==> src/rtl/fifo_wr_arbiter.sv <==
// rtl/fifo_wr_arbiter.sv - round-robin write arbiter and read sequencer in front of an 8-entry FIFO
module fifo_wr_arbiter #(
    parameter int DATA_WIDTH = 32,
    parameter int DEPTH      = 8,
    parameter int CNT_WIDTH  = 4
) (
    input  logic                  clk,
    input  logic                  reset,
    input  logic                  req0,
    input  logic [DATA_WIDTH-1:0] din0,
    input  logic                  req1,
    input  logic [DATA_WIDTH-1:0] din1,
    input  logic                  rd_req,
    output logic                  gnt0,
    output logic                  gnt1,
    output logic                  fifo_wr_en,
    output logic [DATA_WIDTH-1:0] fifo_din,
    output logic                  fifo_rd_en,
    output logic [CNT_WIDTH-1:0]  count,
    output logic                  full,
    output logic                  empty,
    output logic                  rd_err
);

    typedef enum logic [1:0] {
        IDLE  = 2'd0,
        GNT0  = 2'd1,
        GNT1  = 2'd2,
        STALL = 2'd3
    } state_t;

    state_t                state_q, state_d;
    logic                  last_q, last_d;
    logic [DATA_WIDTH-1:0] din_q, din_d;
    logic [CNT_WIDTH-1:0]  count_q, count_d;
    logic                  rd_en_q, rd_en_d;
    logic                  rd_err_q, rd_err_d;

    logic ereq0, ereq1;
    logic full_w, empty_w;
    logic wr_issue, rd_issue;

    // Occupancy flags come straight from the registered count
    assign full_w  = (count_q == CNT_WIDTH'(DEPTH));
    assign empty_w = (count_q == '0);

    // A producer already holding its grant this cycle is masked so a held request is not granted twice
    assign ereq0 = req0 && (state_q != GNT0);
    assign ereq1 = req1 && (state_q != GNT1);

    // State register
    always_ff @(posedge clk) begin
        if (reset) begin
            state_q <= IDLE;
        end else begin
            state_q <= state_d;
        end
    end

    // Next-state and write decision: round-robin on ties, stall while full
    always_comb begin
        state_d = IDLE;
        last_d  = last_q;
        din_d   = din_q;
        if (ereq0 || ereq1) begin
            if (full_w) begin
                state_d = STALL;
            end else if (ereq0 && (!ereq1 || last_q)) begin
                state_d = GNT0;
                last_d  = 1'b0;
                din_d   = din0;
            end else begin
                state_d = GNT1;
                last_d  = 1'b1;
                din_d   = din1;
            end
        end
    end

    // Read decision and occupancy update, both using the count before this edge
    always_comb begin
        wr_issue = (state_d == GNT0) || (state_d == GNT1);
        rd_issue = rd_req && !empty_w;
        rd_en_d  = rd_issue;
        rd_err_d = rd_req && empty_w;
        count_d  = count_q;
        if (wr_issue && !rd_issue) begin
            count_d = count_q + CNT_WIDTH'(1);
        end else if (rd_issue && !wr_issue) begin
            count_d = count_q - CNT_WIDTH'(1);
        end
    end

    // Datapath registers: grant pointer, captured write data, count and read strobes
    always_ff @(posedge clk) begin
        if (reset) begin
            last_q   <= 1'b1;
            din_q    <= '0;
            count_q  <= '0;
            rd_en_q  <= 1'b0;
            rd_err_q <= 1'b0;
        end else begin
            last_q   <= last_d;
            din_q    <= din_d;
            count_q  <= count_d;
            rd_en_q  <= rd_en_d;
            rd_err_q <= rd_err_d;
        end
    end

    // Output decode from state and registers
    always_comb begin
        gnt0       = (state_q == GNT0);
        gnt1       = (state_q == GNT1);
        fifo_wr_en = (state_q == GNT0) || (state_q == GNT1);
        fifo_din   = din_q;
        fifo_rd_en = rd_en_q;
        rd_err     = rd_err_q;
        count      = count_q;
        full       = full_w;
        empty      = empty_w;
    end

endmodule

==> config.mk <==
export PLATFORM = sky130hd
export DESIGN_NAME = fifo_wr_arbiter
export DESIGN_NICKNAME = d
export VERILOG_FILES = /design/src/rtl/fifo_wr_arbiter.sv
export SDC_FILE = /design/constraint.sdc
export NUM_CORES = 1
export LEC_CHECK = 0
export ABC_AREA = 1
export CAP_MARGIN = 20
export CORE_MARGIN = 2
export CORE_UTILIZATION = 40
export CTS_CLUSTER_SIZE = 12
export DETAILED_ROUTE_END_ITERATION = 16
export PLACE_DENSITY = 0.87
export SLEW_MARGIN = 20
export SYNTH_ARGS = -nofsm -noshare
export SYNTH_HDL_FRONTEND = slang
export SYNTH_SLANG_ARGS = --single-unit
==> constraint.sdc <==
create_clock -name clk -period 2.9 [get_ports clk]
set_input_delay 0.29 -clock clk [delete_from_list [all_inputs] [get_ports clk]]
set_output_delay 0.29 -clock clk [all_outputs]
set_load 0.02 [all_outputs]
==> results of run 1 <==
[worst max-delay path by stage]
stage / slack (ps) / startpoint / end
CTS: 690 / state_q[0] / count[3]
floorplan: 470 / count[0] / count[3]
detailed placement: 510 / req1 / count[3]
global route: 520 / count[1] / count[3]
global placement: 590 / req1 / count[3]
finish: 690 / state_q[0] / count[3]
[through the flow]
step	std cells	instance area [um2]	setup slack (ps)	hold WS (ps)
2_1_floorplan	352	2580	466	413
4_1_cts	531	3770	692	482
3_3_place_gp	523	3630	585	456
5_1_grt	531	3770	515	511
3_5_place_dp	523	3630	510	461
6_report	531	3770	686	479
[routing by layer]
metal  track usage  wire length [um]
met1         0.215              2670
met2         0.354              3400
met3        0.0511               434
met4        0.0543               145
met5             0                 0
[cell families (layout without fill, tap and decap cells)]
logic type | after synthesis | count (layout) | share of synthesized area
compound gates | 39 | 39 | 0.104
xor+xnor | 1 | 1 | 0.00340
fa+ha+maj | 6 | 6 | 0.0320
buf+inv | 101 | 203 | 0.186
flops | 41 | 41 | 0.318
simple gates | 164 | 164 | 0.356
[report_power, final]
group	switching, W	total [W]	leakage, nW	internal (W)
sequential	0.000104	0.000819	0.341	0.000715
combinational	0.000893	0.00157	1.43	0.000681
clock	0.000200	0.000542	0.0681	0.000342
[critical path, stage by stage, from the launching register on]
cell and delay [ps]:
dfxtp_1 350, inv_1 50, ha_1 220, inv_2 100, nand2_2 70, nand2_4 110, nand2_8 70, inv_8 40
ha_1 140, inv_1 90, ha_1 300, or2_2 290, nand3_1 90, nand3_1 90, nand2_1 60, inv_1 40
[layout by cell type, fill, tap and decap left out, types with 5 or more instances in the layout]
cell | synthesis | routed
a21oi_1 | 17 | 17
a21oi_2 | 19 | 19
clkbuf_8 | 0 | 5
clkdlybuf4s50_1 | 0 | 110
dfxtp_1 | 41 | 41
ha_1 | 5 | 5
inv_1 | 77 | 77
nand2_1 | 79 | 79
nand3_1 | 39 | 39
nand3_2 | 29 | 29
nor2_1 | 7 | 7
[sequential cells by signal (all words and copies together), names as in the netlist]
signal	count
count	4
state_q	2
fifo_din	32
rd_err	1
fifo_rd_en	1
last_q	1
[cell type report]
class / instances / area [um2] / area share
multi-input cells: 210 / 1280 / 0.339
clock inverters: 3 / 65.1 / 0.0173
clock buffers: 5 / 68.8 / 0.0183
inverters: 81 / 312 / 0.0827
flip-flops and latches: 41 / 821 / 0.218
well taps: 77 / 96.3 / 0.0256
repair buffers: 114 / 1130 / 0.299
==> results.json, run 1 <==
{
  "r2r_end": "count[3]",
  "cts_tree": "yes",
  "min-delay-start": "last_q",
  "whs_endpoint": "last_q",
  "viasPerCell": 4.79,
  "grtUsageTotal": 0.191,
  "reg2reg_depth": 15,
  "p_per_area_nw_per_um2": 779,
  "ir_drop_v": 0.000705,
  "finalCritPeriodShare": 0.763,
  "fin_nets": 528,
  "n_fill_cell": 579,
  "reg2reg_from": "state_q[0]",
  "holdPathStages": 2,
  "netlist_area_um2": 2580,
  "syn-instance-count": 352,
  "synth_commonest_cells": "79 x nand2_1, 77 x inv_1, 41 x dfxtp_1, 39 x nand3_1, 29 x nand3_2",
  "synth_area_leaders": "dfxtp_1 32%, nand2_1 12%, nand3_2 11%",
  "rrSetupSlack_ps": 690,
  "drv_slew": 0,
  "fp.dieH_um": 84.3,
  "clkTransAtPathRegs_ps": 90,
  "htreeDepth": 2,
  "die_area_um2": 7100,
  "synthDistinctLibCells": 29,
  "synthesis.nets": 427,
  "tns_ps": 0,
  "overflow": 0,
  "postRouteAntennaNets": 0,
  "grt_pass1_vias": 2541,
  "critPathArrivalTime_ps": 2420,
  "syn2layout_area_growth_pct": 46.2,
  "synth_ff_type": "dfxtp_1",
  "antenna_found_initial": 0,
  "end_kind": "flop",
  "yosys_warnings": 0,
  "avgSynthCellArea_um2": 7.32,
  "cts_inserted_buffers": 5,
  "drv_cap": 0,
  "drt_first_pass_iters": 4,
  "crit_required_ps": 3100,
  "drive_gt1_frac": 0.161,
  "clock_path_buffers": 2,
  "grt_max_degree": 42,
  "hpwl_mm": 4.76,
  "finalPower_w": 0.00293,
  "final_core_util": 0.600,
  "floorplan.initialDensity": 0.411,
  "hold_buffers": 0,
  "grt_pass1_wl_mm": 11.4,
  "yosysSeqAreaShare": 0.318,
  "clk_latency_ps": 300,
  "route.detailed.drc": 0,
  "synth_edf_count": 0,
  "crit_type": "flop to flop",
  "max_freq_ghz": 0.452,
  "ys_ff_latch": 41,
  "maxSlewHeadroom": 0.342,
  "setup_viol": 0,
  "root_buffer": "clkbuf_8",
  "hold_viol": 0,
  "hold_class": "flop to flop",
  "leakage_nw": 1.84,
  "n_antenna_cell": 0,
  "drtIter0Drc": 88,
  "fin_skew_ps": 11.3,
  "async_reset_ff_frac": 0,
  "dr_total_vias": 2541,
  "rsz0062_at_grt": "no",
  "status": "completed",
  "portBuffers": 111,
  "clkSinkCount": 41,
  "synth_most_common_cell": "nand2_1",
  "gp_congestion": 0.763,
  "worst_pin_slew_ps": 987,
  "start_kind": "flop",
  "rows": 29,
  "finalCriticalPeriod_ps": 2210,
  "avgRoutedWirePerCell_um": 12.5,
  "die_x_um": 84.3,
  "cts_setup_buffers": 0,
  "synth_top_area_cell": "dfxtp_1",
  "cts_resized": 0,
  "netlist.area_leader.share": 0.318,
  "cp_max_fo": 4,
  "core-area_um2": 6280,
  "pin_count": 112,
  "wl_mm": 6.65
}
Power figures use the tool's default switching activity.
==> run 2, diff against run 1 <==
- clock period: 2.9 -> 2.1 ns (I/O delays scaled with it)
==> run 2 against run 1 <==
  * Cell area grew 2.1%
  * Total power grew 34%
  * Worst setup slack lost 570 ps
  * First-iteration DRC count grew 2.3%
  * Largest power group unchanged
  * Critical path depth is the same
  * Global-route usage shrank 0.83 points
  * Sequential power grew 40%
  * Clock skew shrank 8.8 ps
  * Routed wire length shrank 1.9%
  * Core utilization grew 1.3 points
  * Clock power shrank 7.7%
  * Highest routed layer unchanged
  * Critical endpoint unchanged
  * Clock-buffer cell count is the same
==> results.json, run 2 (synthesis results as in run 1) <==
{
  "status": "completed",
  "fin_skew_ps": 2.57,
  "drt_first_pass_iters": 4,
  "n_antenna_cell": 0,
  "die_x_um": 84.3,
  "route.detailed.drc": 0,
  "p_sw_frac": 0.428,
  "gp_congestion": 0.774,
  "tns_ps": 0,
  "cp_max_fo": 4,
  "maxSlewHeadroom": 0.667,
  "cp_slowest_stage_delay_ps": 340,
  "hold_class": "input port to flop",
  "drv_cap": 0,
  "layout_common_cells": "110 x clkdlybuf4s50_1, 78 x nand2_1, 75 x inv_1",
  "htreeDepth": 2,
  "cts_resized": 0,
  "pin_count": 112,
  "hpwl_mm": 4.80,
  "cts_inserted_buffers": 5,
  "drv_slew": 0,
  "clkSinkCount": 41,
  "hold_buffers": 0,
  "worst_pin_slew_ps": 500,
  "fp.dieH_um": 84.3,
  "grt_pass1_wl_mm": 10.8,
  "viasPerCell": 4.72,
  "p_int_w": 0.00224,
  "fin_nets": 532,
  "drtIter0Drc": 90,
  "power.share.clock": 0.128,
  "leakage_nw": 1.85,
  "path_cells": "inv_1, ha_4, inv_4, nand2_2, nand2_4, nand2_8, inv_8, ha_4, inv_2, ha_4, or2_2, nand3_1, nand3_1, nand2_1, inv_1",
  "setup_viol": 0,
  "final_common_cell": "clkdlybuf4s50_1",
  "dr_total_vias": 2526,
  "wl_mm": 6.52,
  "path_common_cell": "ha_4",
  "crit_slowest_cell": "dfxtp_2",
  "p_per_area_nw_per_um2": 1020,
  "clk_latency_ps": 290,
  "place_ws_ps": 44.3,
  "avgRoutedWirePerCell_um": 12.2,
  "p_switching_w": 0.00168,
  "critPathArrivalTime_ps": 2180,
  "p_seq_frac": 0.293,
  "rsz0062_at_grt": "no",
  "grt_pass1_vias": 2478,
  "crit_required_ps": 2290,
  "syn2layout_area_growth_pct": 49.3,
  "end_kind": "flop",
  "antenna_found_initial": 0,
  "cts_tree": "yes",
  "max_freq_ghz": 0.504,
  "root_buffer": "clkbuf_8",
  "grt_max_degree": 42,
  "hold_viol": 0,
  "ir_drop_v": 0.000865,
  "start_kind": "flop",
  "combinationalPowerShare": 0.579,
  "die_area_um2": 7100,
  "rrSetupSlack_ps": 120,
  "finalCriticalPeriod_ps": 1980,
  "rows": 29,
  "n_fill_cell": 595,
  "overflow": 0,
  "floorplan.initialDensity": 0.411,
  "crit_type": "flop to flop",
  "largest_register_ffs": 32,
  "clkTransAtPathRegs_ps": 80,
  "portBuffers": 111,
  "drive_gt1_frac": 0.197,
  "core-area_um2": 6280,
  "setup_ws_ps": 115,
  "clock_path_buffers": 2,
  "postRouteAntennaNets": 0,
  "finalCritPeriodShare": 0.945,
  "grtUsageTotal": 0.183,
  "cts_setup_buffers": 0
}
## run 2: worst max-delay path: cells and delay by family (launching register included)
kind          cells  cell delay [ps]
fa+ha+maj         3              510
buf+inv           5              290
flops             1              340
simple gates      7              730
## run 2: metrics by stage
step                      cell area [um2]  instances  total power [W]   util  hold WS [ps]
after floorplan                      2650        352          0.00272      -           331
after global placement               3760        527          0.00337  0.599           449
after detailed placement             3760        527          0.00344  0.599           451
after CTS                            3850        535          0.00396  0.613           368
after global routing                 3850        535          0.00423  0.613           379
final                                3850        535          0.00392  0.613           375
## run 2: routing by layer
metal	part of all wire	wire, um	track usage	vias to the layer above
li1	-	-	-	1283
met1	0.40	2620	0.195	1165
met2	0.52	3400	0.359	74
met3	0.071	463	0.0433	4
met4	0.0064	42	0.0455	0
met5	0	0	0	-
## run 2: path summary, 6_finish.rpt
path	start	to	cells after the start
min	reset	rd_err	3
min reg2reg	last_q	last_q	2
max	state_q[0]	count[3]	15
max reg2reg	state_q[0]	count[3]	15
## run 2: final cells by class
| cell class | instances | area (um2) | area share |
|---|---|---|---|
| Multi-Input combinational cell | 210 | 1340 | 0.349 |
| Timing Repair Buffer | 118 | 1180 | 0.308 |
| Sequential cell | 41 | 827 | 0.215 |
| Inverter | 81 | 314 | 0.0816 |
| Tap cell | 77 | 96.3 | 0.0250 |
| Clock buffer | 5 | 68.8 | 0.0179 |
| Clock inverter | 3 | 17.5 | 0.00455 |
## run 2: power groups by stage
stage / sequential, W / clock, W / combinational (W)
floorplan: 0.00139 / 0 / 0.00133
global placement: 0.00115 / 0 / 0.00222
detailed placement: 0.00116 / 0 / 0.00228
CTS: 0.00115 / 0.000523 / 0.00229
global route: 0.00118 / 0.000551 / 0.00250
finish: 0.00115 / 0.000500 / 0.00227
